### src/rtl/spi_master_ctrl_if.sv
// ---------------------------------------------------------------------------
// spi_master_ctrl_if
//   Request/response bundle between a byte-level requester and the SPI
//   master controller.
//
//   req_valid  requester -> ctrl  request present
//   req_ready  ctrl -> requester  controller idle and able to accept
//   req_cmd    requester -> ctrl  00 wr addr, 01 wr data, 10 rd addr, 11 rd data
//   req_data   requester -> ctrl  payload byte
//   rsp_valid  ctrl -> requester  one-cycle pulse, read byte available
//   rsp_data   ctrl -> requester  last byte read from the slave
// ---------------------------------------------------------------------------
interface spi_master_ctrl_if;
    logic       req_valid;
    logic       req_ready;
    logic [1:0] req_cmd;
    logic [7:0] req_data;
    logic       rsp_valid;
    logic [7:0] rsp_data;

    // Requester side.
    modport master (
        output req_valid, req_cmd, req_data,
        input  req_ready, rsp_valid, rsp_data
    );

    // Controller side.
    modport slave (
        input  req_valid, req_cmd, req_data,
        output req_ready, rsp_valid, rsp_data
    );
endinterface

### src/rtl/spi_master_ctrl.sv
// ---------------------------------------------------------------------------
// spi_master_ctrl
//   Frames a 10-bit {cmd, data} word onto a SPI-like link. SS_n drops for a
//   LEAD-cycle lead-in, the frame shifts out MSB first on MOSI, and for
//   read-data frames (cmd 11) a TURN-cycle turnaround is followed by eight
//   MISO samples that form the returned byte. SS_n then stays high for at
//   least GAP cycles before the next request can be accepted.
//
//   Parameters: LEAD, TURN, GAP  (1..15 cycles each)
//
//   clk     system clock, rising edge
//   rst_n   asynchronous active-low reset
//   bus     request/response bundle (slave modport)
//   SS_n    active-low slave select
//   MOSI    serial data to the slave
//   MISO    serial data from the slave
//   busy    high whenever the controller is not idle
// ---------------------------------------------------------------------------
module spi_master_ctrl #(
    parameter int unsigned LEAD = 1,
    parameter int unsigned TURN = 1,
    parameter int unsigned GAP  = 1
) (
    input  logic               clk,
    input  logic               rst_n,
    spi_master_ctrl_if.slave   bus,
    output logic               SS_n,
    output logic               MOSI,
    input  logic               MISO,
    output logic               busy
);

    typedef enum logic [2:0] {
        ST_IDLE,
        ST_LEAD,
        ST_SHIFT_TX,
        ST_TURN,
        ST_SHIFT_RX,
        ST_GAP
    } state_t;

    localparam logic [1:0] CMD_RD_DATA = 2'b11;

    // The shared counter is loaded with (length - 1) and the state is left
    // on the cycle it reads zero, so each phase lasts exactly its length.
    localparam logic [3:0] LEAD_LOAD = 4'(LEAD - 1);
    localparam logic [3:0] TURN_LOAD = 4'(TURN - 1);
    localparam logic [3:0] GAP_LOAD  = 4'(GAP - 1);
    localparam logic [3:0] TX_LOAD   = 4'd9;
    localparam logic [3:0] RX_LOAD   = 4'd7;

    state_t     state_q,     state_d;
    logic [3:0] cnt_q,       cnt_d;
    logic [9:0] frame_q,     frame_d;
    logic [6:0] rx_sh_q,     rx_sh_d;
    logic [7:0] rsp_data_q,  rsp_data_d;
    logic       rsp_valid_q, rsp_valid_d;
    logic       ss_n_q,      ss_n_d;
    logic       mosi_q,      mosi_d;
    logic       busy_q,      busy_d;
    logic       req_ready_q, req_ready_d;

    // Next-state and next-output logic. Outputs are derived from the next
    // state so that the registered pins line up with the state they belong to.
    always_comb begin
        // NOTE: every variable gets a default before the case so no path
        // leaves one unassigned, which would otherwise infer a latch.
        state_d     = state_q;
        cnt_d       = cnt_q;
        frame_d     = frame_q;
        rx_sh_d     = rx_sh_q;
        rsp_data_d  = rsp_data_q;
        rsp_valid_d = 1'b0;

        case (state_q)
            ST_IDLE: begin
                if (bus.req_valid && req_ready_q) begin
                    frame_d = {bus.req_cmd, bus.req_data};
                    state_d = ST_LEAD;
                    cnt_d   = LEAD_LOAD;
                end
            end
            ST_LEAD: begin
                if (cnt_q == 4'd0) begin
                    state_d = ST_SHIFT_TX;
                    cnt_d   = TX_LOAD;
                end else begin
                    cnt_d = cnt_q - 4'd1;
                end
            end
            ST_SHIFT_TX: begin
                if (cnt_q == 4'd0) begin
                    if (frame_q[9:8] == CMD_RD_DATA) begin
                        state_d = ST_TURN;
                        cnt_d   = TURN_LOAD;
                    end else begin
                        state_d = ST_GAP;
                        cnt_d   = GAP_LOAD;
                    end
                end else begin
                    cnt_d = cnt_q - 4'd1;
                end
            end
            ST_TURN: begin
                if (cnt_q == 4'd0) begin
                    state_d = ST_SHIFT_RX;
                    cnt_d   = RX_LOAD;
                end else begin
                    cnt_d = cnt_q - 4'd1;
                end
            end
            ST_SHIFT_RX: begin
                rx_sh_d = {rx_sh_q[5:0], MISO};
                if (cnt_q == 4'd0) begin
                    // Eighth sample completes the byte directly into rsp_data.
                    rsp_data_d  = {rx_sh_q, MISO};
                    rsp_valid_d = 1'b1;
                    state_d     = ST_GAP;
                    cnt_d       = GAP_LOAD;
                end else begin
                    cnt_d = cnt_q - 4'd1;
                end
            end
            ST_GAP: begin
                if (cnt_q == 4'd0) begin
                    state_d = ST_IDLE;
                    cnt_d   = 4'd0;
                end else begin
                    cnt_d = cnt_q - 4'd1;
                end
            end
            default: begin
                state_d = ST_IDLE;
                cnt_d   = 4'd0;
            end
        endcase

        ss_n_d      = !(state_d inside {ST_LEAD, ST_SHIFT_TX, ST_TURN, ST_SHIFT_RX});
        // In SHIFT_TX the counter doubles as the frame bit index (9 down to 0).
        mosi_d      = (state_d == ST_SHIFT_TX) ? frame_d[cnt_d] : 1'b0;
        busy_d      = (state_d != ST_IDLE);
        req_ready_d = (state_d == ST_IDLE);
    end

    // NOTE: sequential state uses non-blocking assignments so every flop
    // samples its _d value from before the edge, independent of order.
    always_ff @(posedge clk or negedge rst_n) begin
        if (!rst_n) begin
            state_q     <= ST_IDLE;
            cnt_q       <= 4'd0;
            frame_q     <= 10'd0;
            rx_sh_q     <= 7'd0;
            rsp_data_q  <= 8'h00;
            rsp_valid_q <= 1'b0;
            ss_n_q      <= 1'b1;
            mosi_q      <= 1'b0;
            busy_q      <= 1'b0;
            // Held low in reset so the first post-reset edge is what opens
            // the controller for requests.
            req_ready_q <= 1'b0;
        end else begin
            state_q     <= state_d;
            cnt_q       <= cnt_d;
            frame_q     <= frame_d;
            rx_sh_q     <= rx_sh_d;
            rsp_data_q  <= rsp_data_d;
            rsp_valid_q <= rsp_valid_d;
            ss_n_q      <= ss_n_d;
            mosi_q      <= mosi_d;
            busy_q      <= busy_d;
            req_ready_q <= req_ready_d;
        end
    end

    assign SS_n          = ss_n_q;
    assign MOSI          = mosi_q;
    assign busy          = busy_q;
    assign bus.req_ready = req_ready_q;
    assign bus.rsp_valid = rsp_valid_q;
    assign bus.rsp_data  = rsp_data_q;

endmodule

### src/flat_wrapper.sv
// flat-port wrapper written by rule: the top's interface ports become plain ports
module spi_master_ctrl_flat 
#(
    parameter int unsigned LEAD = 1,
    parameter int unsigned TURN = 1,
    parameter int unsigned GAP  = 1
)
  (clk, rst_n, SS_n, MOSI, MISO, busy, bus_req_valid, bus_req_cmd, bus_req_data, bus_req_ready, bus_rsp_valid, bus_rsp_data);
  spi_master_ctrl_if bus_i ();
  input  logic clk;
  input  logic rst_n;
  output logic SS_n;
  output logic MOSI;
  input  logic MISO;
  output logic busy;
  input wire logic [$bits(bus_i.req_valid)-1:0] bus_req_valid;
  input wire logic [$bits(bus_i.req_cmd)-1:0] bus_req_cmd;
  input wire logic [$bits(bus_i.req_data)-1:0] bus_req_data;
  output wire logic [$bits(bus_i.req_ready)-1:0] bus_req_ready;
  output wire logic [$bits(bus_i.rsp_valid)-1:0] bus_rsp_valid;
  output wire logic [$bits(bus_i.rsp_data)-1:0] bus_rsp_data;
  assign bus_i.req_valid = bus_req_valid;
  assign bus_i.req_cmd = bus_req_cmd;
  assign bus_i.req_data = bus_req_data;
  assign bus_req_ready = bus_i.req_ready;
  assign bus_rsp_valid = bus_i.rsp_valid;
  assign bus_rsp_data = bus_i.rsp_data;
  spi_master_ctrl #(.LEAD(LEAD), .TURN(TURN), .GAP(GAP)) u_core (.clk(clk), .rst_n(rst_n), .bus(bus_i), .SS_n(SS_n), .MOSI(MOSI), .MISO(MISO), .busy(busy));
endmodule
### config.mk
export PLATFORM = sky130hd
export DESIGN_NAME = spi_master_ctrl_flat
export DESIGN_NICKNAME = d
export VERILOG_FILES = /design/src/rtl/spi_master_ctrl_if.sv /design/src/rtl/spi_master_ctrl.sv /design/src/flat_wrapper.sv
export SDC_FILE = /design/constraint.sdc
export NUM_CORES = 1
export LEC_CHECK = 0
export ABC_CLOCK_PERIOD_IN_PS = 2800
export CAP_MARGIN = 20
export CORE_MARGIN = 2
export CORE_UTILIZATION = 55
export CTS_BUF_LIST = sky130_fd_sc_hd__clkbuf_2 sky130_fd_sc_hd__clkbuf_4 sky130_fd_sc_hd__clkbuf_8
export CTS_CLUSTER_SIZE = 30
export DETAILED_ROUTE_END_ITERATION = 8
export PLACE_DENSITY = 0.93
export SETUP_SLACK_MARGIN = 0.2
export SLEW_MARGIN = 25
export SYNTH_ARGS = -nofsm -noshare
export SYNTH_HDL_FRONTEND = slang
export SYNTH_SLANG_ARGS = --single-unit
### constraint.sdc
create_clock -name clk -period 2.8 [get_ports clk]
set_input_delay 0.42 -clock clk [delete_from_list [all_inputs] [get_ports clk]]
set_output_delay 0.42 -clock clk [all_outputs]
set_load 0.03 [all_outputs]
# Word-level counts from Yosys, hierarchy flattened
# Index checks and enable logic that the tools add are counted.
[totals]
inputBits = 14
regBits = 37
wordCells = 51
[op_classes]
eq_ne = 10
reduce_logical = 9
n_lt_le_gt_ge = 1
mux = 20
addsub = 1
[op_table]
columns = ["operator", "count"]
rows = [
  ["2-to-1 mux 3 bit", 7],
  ["2-to-1 mux 10 bit", 2],
  ["case mux 3 bit (6 select lines)", 1],
  ["2-to-1 mux 4 bit", 4],
  ["case mux 4 bit (4 select lines)", 1],
  ["equality test 3 x 2 -> 1 bit (second input constant)", 4],
  ["equality test 3 bit (second input constant)", 3],
  ["equality test 3 x 1 -> 1 bit (second input constant)", 2],
  ["logical NOT 3 bit", 2],
  ["< comparator 4 x 5 -> 1 bit (second input constant)", 1],
  ["binary-select mux 1 bit (select 4 bit)", 1],
  ["logical NOT 4 bit", 1],
  ["2-to-1 mux 1 bit", 4],
  ["nonzero test 4 bit", 1],
  ["subtractor 4 x 1 -> 4 bit (second input constant)", 1],
  ["nonzero test 3 bit", 1],
  ["OR reduction 3 bit", 1],
  ["equality test 2 bit (second input constant)", 1],
  ["AND reduction 2 bit", 1],
  ["logical AND 1 bit", 1],
  ["logical NOT 1 bit", 1],
]

# Logic depth before layout (Yosys ltp)
# Gate-level depths: netlist of the first run.
[depth]
depth_word = 7
mapped_depth = 9
ltp_nobuf = 7

# Worst setup path before layout of the first run
# OpenSTA, ideal clock, no wires.
[synth_path]
kind = "register -> register"
from = "reg u_core.state_q[1]"
to = "reg u_core.mosi_q (netlist: u_core.MOSI)"
path_buffers = 2
arrival_time_ns = 2.199
path_slack_ns = 0.470
stages_incl_launch_ff = 9
synth_period_minus_slack_ns = 2.330
cell_sequence = "dfrtp_1 buf_6 or3_1 buf_6 nor2_4 mux2_2 o311ai_1 a211oi_1 or3b_1"
[synth_rtl]
columns = ["element", "line_no", "source"]
rows = [
  ["from (decl)", "spi_master_ctrl.sv:52", "state_t state_q, state_d;"],
  ["from (signal assigned)", "spi_master_ctrl.sv:162", "state_q <= state_d;"],
  ["logical NOT 3 bit", "spi_master_ctrl.sv:75", "case (state_q)"],
  ["2-to-1 mux 10 bit", "spi_master_ctrl.sv:75", ""],
  ["named net u_core.frame_d[7]", "spi_master_ctrl.sv:54", "logic [9:0] frame_q, frame_d;"],
  ["binary-select mux 1 bit (select 4 bit)", "spi_master_ctrl.sv:140", "mosi_d = (state_d == ST_SHIFT_TX) ? frame_d[cnt_d] : 1'b0;"],
  ["2-to-1 mux 1 bit (not written as such)", "spi_master_ctrl.sv:140", ""],
  ["2-to-1 mux 1 bit", "spi_master_ctrl.sv:140", ""],
  ["named net u_core.mosi_d", "spi_master_ctrl.sv:59", "logic mosi_q, mosi_d;"],
  ["to (signal assigned)", "spi_master_ctrl.sv:169", "mosi_q <= mosi_d;"],
  ["to (decl)", "spi_master_ctrl.sv:59", ""],
]
# The timed path passes the listed nets, and every way through them passes these cells. The select of a mux whose other input is x is not followed.
# A chain may end at the register's enable or synchronous reset.

# Final worst setup path of the first run
# Ends and elaborated chain as after synthesis.

==> results.py, run 1 <==
metrics = {
    "status": {
        "status": "finished, final reports clean",
    },
    "placement": {
        "placed_area_mm2": 0.002095,
        "hpwl_um": 2528,
        "portBuffers": 26,
        "gp_congestion": 0.8889,
    },
    "die": {
        "coreArea_mm2": 0.003053,
        "die-height_um": 60.72,
        "die_w_um": 60.72,
        "rows": 20,
        "io_pins": 27,
        "die_area_mm2": 0.003686,
        "start_util": 0.5795,
    },
    "yosys": {
        "synth_compound_area_frac": 0.1351,
        "muxShareOfSynthArea": 0.1570,
        "synth_async_sr_flop_share": 1.000,
        "synth-xor-area-share": 0,
        "yosysWarnings": 0,
        "synthAdderAreaFrac": 0,
        "synth_cell_types": 47,
        "syn_inst": 149,
        "yosys.area_share.simple": 0.1535,
        "syn_avg_cell_area_um2": 11.87,
        "synth_top_family_by_area": "multiplexers",
        "syn-cell-area_mm2": 0.001769,
        "synth_seq_area_share": 0.5240,
        "synth_edf_count": 0,
        "synth_ff_type": "dfrtp_1",
        "syn_nets": 163,
        "ys_ff_latch": 37,
    },
    "critical_path": {
        "cp-start-kind": "register",
        "ff2ff_path_depth": 7,
        "crit_fanout": 8,
        "timing.setup.critical_path_class": "register to register",
        "required_ns": 3.02,
        "crit_path_end_kind": "register",
        "worstPathArrival_ns": 2.61,
        "r2r_setup_slack_ns": 0.42,
    },
    "sta": {
        "maxSlewViolCount": 0,
        "hold_viol": 0,
        "final.period_utilization": 0.8512,
        "grt_setup_unrepaired": "no",
        "final-setup-viol-count": 0,
        "max_freq_mhz": 419.6,
        "finalClockSkew_ns": 0.004367,
        "timing.final.crit_period_ns": 2.383,
        "slew_headroom": 0.6511,
        "setup_tns_ns": 0,
        "tightest_slew_ns": 0.5210,
    },
    "global_routing": {
        "gr-usage-all-layers": 0.2223,
        "grt_max_degree": 38,
        "antenna_found_initial": 0,
        "overflow": 0,
        "grt_pass1_vias": 1298,
        "grt_pass1_wl_um": 5858,
    },
    "clock_network": {
        "cts_setup_buffers": 0,
        "cts_tree": "done",
        "path_clk_slew_ns": 0.10,
        "cts_hold_buf": 0,
        "cts-root-buf": "clkbuf_4",
        "post_cts_resized": 0,
        "cts_made_buffers": 5,
        "clkLatencyLatePin_ns": 0.34,
        "ctsHtreeMaxLevel": 2,
        "clock_sinks": 37,
        "clockBufferDepth": 2,
    },
    "flow_run": {
        "cap_violations": 0,
    },
    "route": {
        "wl_um": 3393,
        "ant_nets": 0,
        "wl_per_cell_um": 14.88,
        "dr_total_vias": 1286,
        "first_pass_iters": 4,
        "drcViolationCount": 0,
        "drt_iter0_drc": 27,
        "vias_per_cell": 5.640,
    },
    "final_layout": {
        "n_antenna_cell": 0,
        "layout_common_cells": "dfrtp_1 (36), clkdlybuf4s50_1 (26), mux2_2 (21), nand2_1 (11), o21ai_0 (9)",
        "fin_area_mm2": 0.002165,
        "drive_above_1_share": 0.2500,
        "area_growth_pct": 22.35,
        "final_core_util": 0.7090,
        "layout.cells.most_common": "dfrtp_1",
        "num-nets-final": 197,
    },
    "pwr": {
        "p_leak_uw": 0.0009704,
        "peakVddDrop_uv": 572.2,
        "power.density_mw_per_mm2": 1110,
    },
    "min_path": {
        "hold_path_class": "input pin to async pin",
    },
}
## cell families after synthesis
kind of cell           Yosys count
and+or+nand+nor                 46
DFF                             37
AOI/OAI and AO/OA               31
muxes                           25
buffers and inverters           10
## power by group
part	leakage (uW)	switching, uW	internal, uW
sequential	0.000476	114	729
combinational	0.000453	695	548
clock	0.0000413	171	145
## sequential cells by signal, summed over array words and instances (netlist names), 3 cells and up
signal,count
u_core.frame_q,10
u_core.bus.rsp_data,8
u_core.rx_sh_q,7
u_core.cnt_q,4
u_core.state_q,3
## final timing paths
| kind | startpoint | to |
|---|---|---|
| setup / recovery | u_core.state_q[1]$_DFF_PN0_ | u_core.MOSI$_DFF_PN0_ |
| hold / removal | rst_n | u_core.frame_q[0]$_DFF_PN0_ |
| setup reg to reg | u_core.state_q[1]$_DFF_PN0_ | u_core.MOSI$_DFF_PN0_ |
| hold reg to reg | u_core.bus.rsp_data[0]$_DFFE_PN0P_ | u_core.bus.rsp_data[0]$_DFFE_PN0P_ |
| max in group asynchronous | rst_n | u_core.SS_n$_DFF_PN1_ |
| min in group clk | u_core.bus.rsp_data[0]$_DFFE_PN0P_ | u_core.bus.rsp_data[0]$_DFFE_PN0P_ |
## layer usage
metal,up-vias,part of all wire,GRT usage
met5,-,0,0
met4,0,0.016,0.1149
met3,6,0.042,0.05970
met2,30,0.52,0.3518
met1,632,0.43,0.2809
li1,618,-,-
## cell usage after synthesis (3+ instances only)
master	count	area, um^2
nand2_1	11	41.29
o31ai_1	3	22.52
nand3_1	5	25.02
inv_1	5	18.77
dfrtp_1	36	900.9
o21ai_0	9	45.04
mux2_2	21	236.5
mux2i_1	3	30.03
nor2_1	6	22.52
## final cells by class
cell class | count | area, um^2
repair buffers | 32 | 305.3
clock inverters | 1 | 5.005
inverters | 5 | 18.77
flip-flops and latches | 37 | 927.1
well taps | 44 | 55.05
clock buffers | 7 | 65.06
fillers | 228 | 888.4
multi-input cells | 102 | 788.3
## metrics by stage
step	power [uW]	cells	hold WS, ns	setup WS [ns]
detailed placement	2093	220	0.4895	0.09799
finish	2403	228	0.4814	0.4165
CTS	2414	228	0.4819	0.4130
floorplan	1761	149	0.1244	0.4699
global route	2570	228	0.5232	0.2457
global placement	2030	220	0.4796	0.2250
## worst max-delay path, stage by stage, from the launching register on
cell and delay [ns]:
dfrtp_1 0.38, or3_1 0.54, nor2_4 0.15, buf_4 0.19
mux2_2 0.36, mux2i_1 0.16, o22ai_1 0.11, or3b_1 0.37
No activity file was read; power rests on OpenSTA's default activity.
==> inputs of run 2 (changes only) <==
CTS_CLUSTER_SIZE = 25   (was 30)
==> results of run 2 <==
Same layout as run 1: the final DEF is identical, and so are final timing and power.
